==> src/rtl/dmem_word_reader_if.sv <==
// Bus bundle for the data-memory word reader:
// launch controls, memory read port and output stream.
interface dmem_word_reader_if #(
  parameter int DATA_WIDTH = 8,
  parameter int ADDR_WIDTH = 8
);
  logic                    start;
  logic [ADDR_WIDTH-1:0]   base_addr;
  logic [ADDR_WIDTH-1:0]   count;
  logic                    mem_we;
  logic [ADDR_WIDTH-1:0]   mem_r_addr;
  logic [DATA_WIDTH-1:0]   mem_r_data;
  logic [2*DATA_WIDTH-1:0] out_data;
  logic                    out_valid;
  logic                    out_ready;
  logic                    busy;
  logic                    done;

  modport master (
    input  start,
    input  base_addr,
    input  count,
    input  mem_we,
    input  mem_r_data,
    input  out_ready,
    output mem_r_addr,
    output out_data,
    output out_valid,
    output busy,
    output done
  );

  modport slave (
    output start,
    output base_addr,
    output count,
    output mem_we,
    output mem_r_data,
    output out_ready,
    input  mem_r_addr,
    input  out_data,
    input  out_valid,
    input  busy,
    input  done
  );
endinterface

==> src/rtl/dmem_word_reader.sv <==
// Fetches COUNT little-endian 16-bit words from a byte memory
// with a 1-cycle registered read port and streams them out.
module dmem_word_reader #(
  parameter int DATA_WIDTH = 8,
  parameter int ADDR_WIDTH = 8
) (
  input logic               clk,
  input logic               rst,
  dmem_word_reader_if.master bus
);
  localparam logic [ADDR_WIDTH-1:0] ONE = ADDR_WIDTH'(1);
  localparam logic [ADDR_WIDTH-1:0] TWO = ADDR_WIDTH'(2);

  typedef enum logic [2:0] {
    IDLE,
    RD_LO,
    RD_HI,
    CAP_HI,
    OUT
  } state_e;

  state_e                  state_q, state_d;
  logic [ADDR_WIDTH-1:0]   addr_q, addr_d;
  logic [ADDR_WIDTH-1:0]   rem_q, rem_d;
  logic [ADDR_WIDTH-1:0]   raddr_q, raddr_d;
  logic [DATA_WIDTH-1:0]   lo_q, lo_d;
  logic [2*DATA_WIDTH-1:0] data_q, data_d;
  logic                    valid_q, valid_d;
  logic                    busy_q, busy_d;
  logic                    done_q, done_d;

  // The read address register is loaded one state early so that
  // it already points at the byte while RD_LO / RD_HI are active.
  always_comb begin
    state_d = state_q;
    addr_d  = addr_q;
    rem_d   = rem_q;
    raddr_d = raddr_q;
    lo_d    = lo_q;
    data_d  = data_q;
    valid_d = valid_q;
    done_d  = 1'b0;
    unique case (state_q)
      IDLE: begin
        if (bus.start) begin
          addr_d = bus.base_addr;
          rem_d  = bus.count;
          if (bus.count == '0) begin
            done_d = 1'b1;
          end else begin
            raddr_d = bus.base_addr;
            state_d = RD_LO;
          end
        end
      end
      RD_LO: begin
        if (!bus.mem_we) begin
          raddr_d = addr_q + ONE;
          state_d = RD_HI;
        end
      end
      RD_HI: begin
        if (!bus.mem_we) begin
          lo_d    = bus.mem_r_data;
          state_d = CAP_HI;
        end
      end
      CAP_HI: begin
        data_d  = {bus.mem_r_data, lo_q};
        valid_d = 1'b1;
        state_d = OUT;
      end
      OUT: begin
        if (valid_q && bus.out_ready) begin
          valid_d = 1'b0;
          addr_d  = addr_q + TWO;
          rem_d   = rem_q - ONE;
          if (rem_q == ONE) begin
            done_d  = 1'b1;
            state_d = IDLE;
          end else begin
            raddr_d = addr_q + TWO;
            state_d = RD_LO;
          end
        end
      end
      default: state_d = IDLE;
    endcase
    busy_d = (state_d != IDLE);
  end

  always_ff @(posedge clk) begin
    if (rst) begin
      state_q <= IDLE;
      addr_q  <= '0;
      rem_q   <= '0;
      raddr_q <= '0;
      lo_q    <= '0;
      data_q  <= '0;
      valid_q <= 1'b0;
      busy_q  <= 1'b0;
      done_q  <= 1'b0;
    end else begin
      state_q <= state_d;
      addr_q  <= addr_d;
      rem_q   <= rem_d;
      raddr_q <= raddr_d;
      lo_q    <= lo_d;
      data_q  <= data_d;
      valid_q <= valid_d;
      busy_q  <= busy_d;
      done_q  <= done_d;
    end
  end

  assign bus.mem_r_addr = raddr_q;
  assign bus.out_data   = data_q;
  assign bus.out_valid  = valid_q;
  assign bus.busy       = busy_q;
  assign bus.done       = done_q;
endmodule
==> src/flat_wrapper.sv <==
// flat-port wrapper written by rule: the top's interface ports become plain ports
module dmem_word_reader_flat 
#(
  parameter int DATA_WIDTH = 8,
  parameter int ADDR_WIDTH = 8
)
  (clk, rst, bus_start, bus_base_addr, bus_count, bus_mem_we, bus_mem_r_data, bus_out_ready, bus_mem_r_addr, bus_out_data, bus_out_valid, bus_busy, bus_done);
  dmem_word_reader_if #(.DATA_WIDTH(DATA_WIDTH), .ADDR_WIDTH(ADDR_WIDTH)) bus_i ();
  input logic clk;
  input logic rst;
  input wire logic [$bits(bus_i.start)-1:0] bus_start;
  input wire logic [$bits(bus_i.base_addr)-1:0] bus_base_addr;
  input wire logic [$bits(bus_i.count)-1:0] bus_count;
  input wire logic [$bits(bus_i.mem_we)-1:0] bus_mem_we;
  input wire logic [$bits(bus_i.mem_r_data)-1:0] bus_mem_r_data;
  input wire logic [$bits(bus_i.out_ready)-1:0] bus_out_ready;
  output wire logic [$bits(bus_i.mem_r_addr)-1:0] bus_mem_r_addr;
  output wire logic [$bits(bus_i.out_data)-1:0] bus_out_data;
  output wire logic [$bits(bus_i.out_valid)-1:0] bus_out_valid;
  output wire logic [$bits(bus_i.busy)-1:0] bus_busy;
  output wire logic [$bits(bus_i.done)-1:0] bus_done;
  assign bus_i.start = bus_start;
  assign bus_i.base_addr = bus_base_addr;
  assign bus_i.count = bus_count;
  assign bus_i.mem_we = bus_mem_we;
  assign bus_i.mem_r_data = bus_mem_r_data;
  assign bus_i.out_ready = bus_out_ready;
  assign bus_mem_r_addr = bus_i.mem_r_addr;
  assign bus_out_data = bus_i.out_data;
  assign bus_out_valid = bus_i.out_valid;
  assign bus_busy = bus_i.busy;
  assign bus_done = bus_i.done;
  dmem_word_reader #(.DATA_WIDTH(DATA_WIDTH), .ADDR_WIDTH(ADDR_WIDTH)) u_core (.clk(clk), .rst(rst), .bus(bus_i));
endmodule
==> config.mk <==
export PLATFORM = sky130hd
export DESIGN_NAME = dmem_word_reader_flat
export DESIGN_NICKNAME = d
export VERILOG_FILES = /design/src/rtl/dmem_word_reader_if.sv /design/src/rtl/dmem_word_reader.sv /design/src/flat_wrapper.sv
export SDC_FILE = /design/constraint.sdc
export NUM_CORES = 1
export LEC_CHECK = 0
export ABC_AREA = 1
export CORE_AREA = 2 2 74 76
export DETAILED_ROUTE_END_ITERATION = 12
export DIE_AREA = 0 0 76 78
export PLACE_DENSITY = 0.83
export SYNTH_ARGS = -nofsm -noshare
export SYNTH_HDL_FRONTEND = slang
export SYNTH_SLANG_ARGS = --single-unit
==> constraint.sdc <==
create_clock -name clk -period 3.5 [get_ports clk]
set_clock_uncertainty 0.05 [all_clocks]
set_input_delay 0.35 -clock clk [delete_from_list [all_inputs] [get_ports clk]]
set_output_delay 0.35 -clock clk [all_outputs]
set_load 0.005 [all_outputs]
==> results.json <==
{
  "dr_total_vias": 2786,
  "leakagePower_nw": 1.43,
  "vias_in_the_first_global_route": 2585,
  "rsz_0062_raised_after_global_routing": "no",
  "port-buffer-count": 55,
  "grtUsageTotal_pct": 23.0,
  "post_cts_resized": 0,
  "drt_first_pass_iters": 6,
  "simple_gate_share_of_the_synthesized_area_pct": 33.8,
  "power-per-cell-area_mw_per_mm2": 404,
  "worst_ep_arrival_time_ns": 2.20,
  "synthesized_area_per_cell_sq_um": 6.64,
  "antenna_found_initial": 0,
  "coreArea_sq_mm": 0.00504,
  "clk_transition_reported_paths_ns": 0.10,
  "wl_per_cell_um": 12.4,
  "design.portCount": 56,
  "post_cts.repair.setup_buffers": 0,
  "final-setup-viol-count": 0,
  "nFillCells": 446,
  "floorplan.die.height_um": 78,
  "finalWorstPathRequiredPeriod_ns": 2.06,
  "outcome": "finished clean",
  "multiInputGateArea_sq_mm": 0.00143,
  "synth.net_count": 448,
  "post-route-drc-count": 0,
  "synth_seq_area_share_pct": 39.2,
  "place.detailed.hpwl_um": 4690,
  "nets": 495,
  "hold_buffers": 0,
  "ys_seq_elements": 54,
  "post_synthesis_adder_cell_area_fraction_pct": 1.82,
  "hold_violations": 0,
  "synth_warnings": 0,
  "worst_path_class_setup": "flop to flop",
  "layout.core_utilization_pct": 67.4,
  "cp.required_ns": 3.64,
  "drv_slew": 0,
  "grt_remaining_overflow": 0,
  "clkLatencyLatePin_ns": 0.31,
  "power_mw": 1.37,
  "routed_wl_um": 6610,
  "synth_top_family_by_area": "simple AND/OR/NAND/NOR gates",
  "antenna_violating_nets_post_route": 0,
  "max-cap-violations": 0,
  "slew_headroom_pct": 63.1,
  "floorplan.die_area_sq_mm": 0.00593,
  "fin_tns_setup_ns": 0,
  "start_util_pct": 54.7,
  "max-vdd-ir-drop_mv": 0.327,
  "tightestPinTransition_ns": 0.553,
  "cts_buffer_depth": 2,
  "clockRootBuffer": "sky130_fd_sc_hd__clkbuf_8",
  "synth_area_in_xor_xnor_pct": 0,
  "worstSetupEndpointType": "flop",
  "fmax_ghz": 0.485,
  "worstSetupStartpointType": "flop",
  "yosys-mux-area-fraction_pct": 0,
  "postSynthCellCount": 415,
  "grt_start_max_net_pins": 35,
  "final_clock_period_utilization_by_the_worst_path_pct": 58.9,
  "hold_path_class": "flop to flop",
  "synth.lib_cells_used.distinct": 26,
  "rd_place_congestion": 0.894,
  "synth-compound-area-share_pct": 16.3,
  "std_cell_rows": 26,
  "clock_sink_count": 54,
  "fp.dieW_um": 76,
  "grt_first_pass_wirelength_um": 11300,
  "ctsHtreeMaxLevel": 2,
  "mappedNetlistArea_sq_mm": 0.00276,
  "starting_drt_drc_count": 247,
  "via_per_inst": 5.23,
  "antenna-diode-count": 0,
  "cts_tree": "built",
  "area_delta_synth_final_pct": 23.4,
  "cts-buffers-inserted": 5,
  "seq_area_sq_mm": 0.00108,
  "crit_fanout": 20,
  "layout-drive-gt1-share_pct": 5.83
}
==> per-stage QoR <==
stage          instance area [sq um]  setup WS (ns)  instances  hold WS [ns]
3_5_place_dp                    3300           1.39        525         0.397
4_1_cts                         3400           1.43        533         0.412
2_1_floorplan                   2760           2.15        415         0.369
5_1_grt                         3400           1.20        533         0.438
6_report                        3400           1.44        533         0.409
3_3_place_gp                    3300           1.48        525         0.392
==> layer usage <==
metal | global-route usage [%] | up-vias | wire length (um)
li1 | - | 1430 | -
met3 | 3.95 | 17 | 437
met1 | 30.1 | 1234 | 3010
met5 | 0 | - | 0
met2 | 38.2 | 105 | 3060
met4 | 8.55 | 0 | 95
==> area by class of cell <==
type | instances | share of cell area, %
clock buffer | 6 | 2.43
clock inverter | 2 | 0.478
timing repair buffer | 56 | 16.4
inverter | 38 | 4.27
multi-input combinational | 307 | 42.1
sequential | 54 | 31.8
tap | 70 | 2.58
==> sequential cells by signal, indices dropped and copies added (netlist names) <==
name / cells
u_core.bus.out_data: 16
u_core.rem_q: 8
u_core.bus.done: 1
u_core.addr_q: 8
u_core.bus.out_valid: 1
u_core.state_q: 3
u_core.bus.mem_r_addr: 8
u_core.bus.busy: 1
u_core.lo_q: 8
==> worst max-delay path, stage by stage (launching register included) <==
cell	delay, ns
sky130_fd_sc_hd__dfxtp_1	0.58
sky130_fd_sc_hd__inv_1	0.19
sky130_fd_sc_hd__nand3_1	0.40
sky130_fd_sc_hd__inv_1	0.40
sky130_fd_sc_hd__o21ai_0	0.26
sky130_fd_sc_hd__a21oi_1	0.06
==> logic make-up (layout without fill, tap and decap cells) <==
logic type                 after synthesis  count (layout)
DFF                                     54              54
buffers and inverters                   54             102
adders and majority gates                4               4
and+or+nand+nor                        215             215
AOI/OAI and AO/OA                       88              88
==> layout by cell type (no fill, tap or decap), types with 3 or more instances in the layout <==
cell | Yosys | routed
sky130_fd_sc_hd__dfxtp_1 | 54 | 54
sky130_fd_sc_hd__o21ai_0 | 39 | 39
sky130_fd_sc_hd__nor2_1 | 77 | 77
sky130_fd_sc_hd__nand4_1 | 4 | 4
sky130_fd_sc_hd__nand2_2 | 5 | 5
sky130_fd_sc_hd__ha_1 | 4 | 4
sky130_fd_sc_hd__a21oi_1 | 38 | 38
sky130_fd_sc_hd__or2_2 | 3 | 3
sky130_fd_sc_hd__clkdlybuf4s50_1 | 0 | 55
sky130_fd_sc_hd__nand2_1 | 85 | 85
sky130_fd_sc_hd__inv_1 | 36 | 36
sky130_fd_sc_hd__o21ai_1 | 7 | 7
sky130_fd_sc_hd__clkbuf_8 | 0 | 6
sky130_fd_sc_hd__nand3_1 | 33 | 33
sky130_fd_sc_hd__nor2_4 | 4 | 4
sky130_fd_sc_hd__a31oi_1 | 3 | 3
==> Yosys cell counts, drive strengths merged <==
| library cell | n | area share [%] |
|---|---|---|
| clkbuf | 5 | 0.68 |
| nand3 | 33 | 6.0 |
| dfxtp | 54 | 39 |
| nand4 | 4 | 0.91 |
| o21ai | 47 | 8.7 |
| a31oi | 3 | 0.68 |
| a21oi | 38 | 6.9 |
| nand2 | 91 | 13 |
| inv | 38 | 5.3 |
| nor2 | 82 | 12 |
| buf | 11 | 3.0 |
| or2 | 3 | 0.68 |
| ha | 4 | 1.8 |
| nor3 | 2 | 0.77 |
==> final timing paths <==
path	slack, ns	cells past startpoint	endpoint	startpoint
setup reg to reg	1.44	5	u_core.bus.out_data[0]	u_core.state_q[2]
setup / recovery	1.44	5	u_core.bus.out_data[0]	u_core.state_q[2]
hold reg to reg	0.41	2	u_core.lo_q[3]	u_core.lo_q[3]
hold / removal	0.41	2	u_core.lo_q[3]	u_core.lo_q[3]
==> where the power goes <==
| group | total (mW) | switching (mW) | internal, mW |
|---|---|---|---|
| Clock | 0.372 | 0.209 | 0.163 |
| Combinational | 0.305 | 0.168 | 0.137 |
| Sequential | 0.698 | 0.0384 | 0.659 |
Power figures use the tool's default switching activity.
